## src/rtl/byte_transmitter.sv

```systemverilog
// Serializer: shifts a WIDTH-bit word onto `out`, one bit per enabled clock, then holds `done`.
// Define BYTE_TX_MSB_FIRST_EN for MSB-first order (LSB-first by default).
module byte_transmitter #(
    parameter int unsigned WIDTH = 32,
    parameter int unsigned CNT_W = $clog2(WIDTH + 1)
) (
    input  logic             clk,
    input  logic             reset,
    input  logic             enable,
    input  logic [WIDTH-1:0] in,
    output logic             out,
    output logic             done
);

    typedef enum logic [1:0] {
        IDLE  = 2'd0,
        SHIFT = 2'd1,
        DONE  = 2'd2
    } state_t;

    state_t             state_q, state_d;
    logic [WIDTH-1:0]   shreg_q, shreg_d;
    logic [CNT_W-1:0]   cnt_q,   cnt_d;
    logic               out_q,   out_d;
    logic               done_q,  done_d;

    // State, datapath and output flops
    always_ff @(posedge clk or posedge reset) begin
        if (reset) begin
            state_q <= IDLE;
            shreg_q <= '0;
            cnt_q   <= '0;
            out_q   <= 1'b0;
            done_q  <= 1'b0;
        end else begin
            state_q <= state_d;
            shreg_q <= shreg_d;
            cnt_q   <= cnt_d;
            out_q   <= out_d;
            done_q  <= done_d;
        end
    end

    // Next-state and next-output logic; counter holds the number of bits already presented
    always_comb begin
        state_d = state_q;
        shreg_d = shreg_q;
        cnt_d   = cnt_q;
        out_d   = out_q;
        done_d  = done_q;

        case (state_q)
            IDLE: begin
                out_d  = 1'b0;
                done_d = 1'b0;
                if (enable) begin
`ifdef BYTE_TX_MSB_FIRST_EN
                    out_d   = in[WIDTH-1];
                    shreg_d = in << 1;
`else
                    out_d   = in[0];
                    shreg_d = in >> 1;
`endif
                    cnt_d   = CNT_W'(1);
                    state_d = SHIFT;
                end
            end
            SHIFT: begin
                if (enable) begin
                    if (cnt_q == CNT_W'(WIDTH)) begin
                        out_d   = 1'b0;
                        done_d  = 1'b1;
                        state_d = DONE;
                    end else begin
`ifdef BYTE_TX_MSB_FIRST_EN
                        out_d   = shreg_q[WIDTH-1];
                        shreg_d = shreg_q << 1;
`else
                        out_d   = shreg_q[0];
                        shreg_d = shreg_q >> 1;
`endif
                        cnt_d   = cnt_q + CNT_W'(1);
                    end
                end
            end
            DONE: begin
                out_d  = 1'b0;
                done_d = 1'b1;
            end
            default: begin
                state_d = IDLE;
                out_d   = 1'b0;
                done_d  = 1'b0;
            end
        endcase
    end

    assign out  = out_q;
    assign done = done_q;

endmodule

```

## config.mk

```make
export PLATFORM = sky130hd
export DESIGN_NAME = byte_transmitter
export DESIGN_NICKNAME = d
export VERILOG_FILES = /design/src/rtl/byte_transmitter.sv
export SDC_FILE = /design/constraint.sdc
export NUM_CORES = 1
export LEC_CHECK = 0
export ABC_AREA = 1
export CAP_MARGIN = 20
export CORE_UTILIZATION = 30
export DETAILED_ROUTE_END_ITERATION = 8
export GPL_TIMING_DRIVEN = 0
export PLACE_DENSITY_LB_ADDON = 0.1
export SYNTH_ARGS = -nofsm -noshare
export SYNTH_HDL_FRONTEND = slang
export SYNTH_SLANG_ARGS = --single-unit
```

## constraint.sdc

```tcl
create_clock -name clk -period 1.4 [get_ports clk]
set_input_delay 0.14 -clock clk [delete_from_list [all_inputs] [get_ports clk]]
set_output_delay 0.14 -clock clk [all_outputs]
set_load 0.05 [all_outputs]
```

==> impl_metrics.env <==
export IMPL_status="finished with violations"
export IMPL_violations="design-rule violations, negative setup slack"
export IMPL_place_inst=333
export IMPL_dp_hpwl_um=2960
export IMPL_p_seq_share_pct=30.0
export IMPL_antenna_left=0
export IMPL_irDropWorstVdd_v=0.000789
export IMPL_start_util_pct=31.7
export IMPL_first_pass_iters=6
export IMPL_holdWs_ns=0.145
export IMPL_clock_path_buffers=2
export IMPL_dieArea_sq_um=7150
export IMPL_p_comb_share_pct=56.7
export IMPL_clock_latency_ns=0.29
export IMPL_finalSetupViolCount=37
export IMPL_grt_pass1_wl_um=7800
export IMPL_ff2ff_path_depth=10
export IMPL_ys_seq_area_share_pct=50.2
export IMPL_cp_arrival_ns=1.70
export IMPL_p_sw_mw=2.53
export IMPL_finalSetupTns_ns=-4.02
export IMPL_syn_inst=219
export IMPL_final_cell_mix="dfrtp_1 (39), clkdlybuf4s50_1 (34), nand2_1 (29)"
export IMPL_drc_errors=4
export IMPL_grt_max_degree=27
export IMPL_wirelength_um=4930
export IMPL_multi_input_area_sq_um=1100
export IMPL_synth_seq_cells=41
export IMPL_fp_coreArea_sq_um=6460
export IMPL_grt_use_total_pct=13.8
export IMPL_cp_common_cell="nor2_4"
export IMPL_drv_slew=0
export IMPL_yosysWarnings=0
export IMPL_crit_fanout=6
export IMPL_internal_power_mw=4.36
export IMPL_slowest_stage="dfrtp_1"
export IMPL_post_route_cell_area_sq_um=3260
export IMPL_io_buffers=36
export IMPL_wl_per_cell_um=13.6
export IMPL_grt_overflow=0
export IMPL_setup_slack_ns=-0.125
export IMPL_grt_setup_unrepaired="true"
export IMPL_cts_tree="done"
export IMPL_syn_nets=260
export IMPL_path_delay_family="buffers and inverters"
export IMPL_worstSetupEndpointType="register"
export IMPL_start_kind="register"
export IMPL_clkPwrFrac_pct=13.3
export IMPL_vias=1703
export IMPL_p_sw_share_pct=36.7
export IMPL_hold_viol_final=0
export IMPL_layout_cells_non_filler=363
export IMPL_hp_class="input port to async pin"
export IMPL_die_width_um=84.6
export IMPL_die_h_um=84.6
export IMPL_syn_area_sq_um=2040
export IMPL_grt_pass1_vias=1630
export IMPL_leakagePower_nw=1.45
export IMPL_powerDensity_nw_per_um2=2120
export IMPL_numCtsBuffers=5
export IMPL_cap_violations=0
export IMPL_worst_path_buf_inv=4
export IMPL_finClkSkew_ns=0.00713
export IMPL_path_cells="inv_2 > ha_4 > buf_6 > nor2_4 > nor2_4 > nand2_4 > buf_12 > buf_16 > nand2_2 > o21ai_1"
export IMPL_seqCellArea_sq_um=1030
export IMPL_drive_gt1_share_pct=33.9
export IMPL_avgSynthCellArea_sq_um=9.34
export IMPL_timing_rr_start="state_q[1]"
export IMPL_clk_pin_slew_ns=0.08
export IMPL_critical_path_max_stage_delay_ns=0.41
export IMPL_worstPathRequired_ns=1.57
export IMPL_place_congestion=0.712
export IMPL_dpl_cell_area_sq_um=2550
export IMPL_timing_rr_end="shreg_q[13]"
export IMPL_criticalPathCategory="register to register"
export IMPL_final_fill_count=600
export IMPL_drt_initial_drc_count=55
export IMPL_pre_cts_ws_ns=-0.236
export IMPL_min_period_over_period_pct=109
export IMPL_fin_util_pct=50.4
export IMPL_min_period_ns=1.52
export IMPL_antenna_found_initial=0
export IMPL_worst_pin_slew_ns=0.503
export IMPL_n_antenna_cell=0
export IMPL_layout_commonest_cell="dfrtp_1"
export IMPL_slew_headroom_pct=66.6
export IMPL_layout_nets=327
export IMPL_root_buffer="clkbuf_8"
export IMPL_power_mw=6.89
export IMPL_num_io_pins=37
export IMPL_max_freq_mhz=656
export IMPL_rrSetupSlack_ns=-0.12
export IMPL_area_growth_pct=59.4
export IMPL_cts_num_sinks=41
export IMPL_viasPerCell=4.69
export IMPL_rows=29
export IMPL_synth_cell_types=16
export IMPL_cts_max_level=2
==> worst reg2reg max path: stages, from the launching register on <==
cell	delay, ns
dfrtp_1	0.41
inv_2	0.11
ha_4	0.16
buf_6	0.10
nor2_4	0.03
nor2_4	0.13
nand2_4	0.09
buf_12	0.16
buf_16	0.14
nand2_2	0.04
o21ai_1	0.06
==> worst max-delay path by stage <==
stage | from | to | slack [ns] | depth (start not counted)
global route | state_q[1] | shreg_q[13] | -0.19 | 10
detailed placement | enable | shreg_q[2] | -0.24 | 8
global placement | reset | state_q[0] | -0.69 | 2
floorplan | state_q[0] | cnt_q[2] | 0.008 | 9
finish | state_q[1] | shreg_q[13] | -0.12 | 10
CTS | state_q[1] | cnt_q[5] | -0.09 | 10
==> power groups by stage <==
stage / clock network, mW / registers (mW) / logic [mW]
final: 0.914 / 2.07 / 3.91
after global routing: 0.998 / 2.14 / 4.23
after CTS: 0.960 / 2.01 / 3.41
after detailed placement: 0 / 2.04 / 2.19
after global placement: 0 / 2.04 / 2.17
after floorplan: 0 / 2.06 / 1.57
==> sequential cells by signal, summed over array words and instances (netlist names) <==
| signal | count |
|---|---|
| out | 1 |
| shreg_q | 31 |
| done | 1 |
| cnt_q | 6 |
| state_q | 2 |
==> area by class of cell <==
cell class,instances,share of cell area [%]
Buffer,10,4.76
Clock buffer,5,2.11
Clock inverter,2,1.08
Inverter,12,1.38
Multi-Input combinational cell,155,33.7
Sequential cell,41,31.6
Tap cell,77,2.96
Timing Repair Buffer,61,22.5
==> logic make-up after synthesis <==
logic type | Yosys count | synth area share [%]
AOI/OAI and AO/OA | 37 | 9.06
xor gates and xnor gates | 1 | 0.428
adders and majority gates | 6 | 3.67
buffers and inverters | 23 | 5.87
DFF | 41 | 50.2
muxes | 30 | 14.7
and+or+nand+nor | 81 | 16.1
==> routing by layer <==
metal,global-route usage [%],share of wire (%),vias up
met3,2.75,3.6,6
met1,20.7,51,797
met2,20.3,44,31
met5,0,0,-
li1,-,-,869
met4,3.24,1.1,0
==> synth_stat cells <==
cell type,count,area [sq um]
nor2_1,7,26.3
buf_4,3,22.5
nand2_1,58,218
o21ai_0,27,135
buf_2,6,30.0
nand3_1,12,60.1
dfrtp_1,41,1030
o21ai_1,10,50.1
inv_1,12,45.0
nand2_2,1,6.26
mux2i_1,30,300
ha_1,6,75.1
xor2_1,1,8.76
or2_2,1,6.26
buf_6,2,22.5
nand4_1,2,12.5
==> what timing repair did <==
action	4_1_cts	5_1_grt
hold buffers	0	0
endpoints found under the hold margin	0	0
resized for setup	80	47
buffers inserted	16	1
endpoints found under the setup margin	40	41
cloned	5	2
pin swaps	8	5
(Power assumes the default switching activity.)
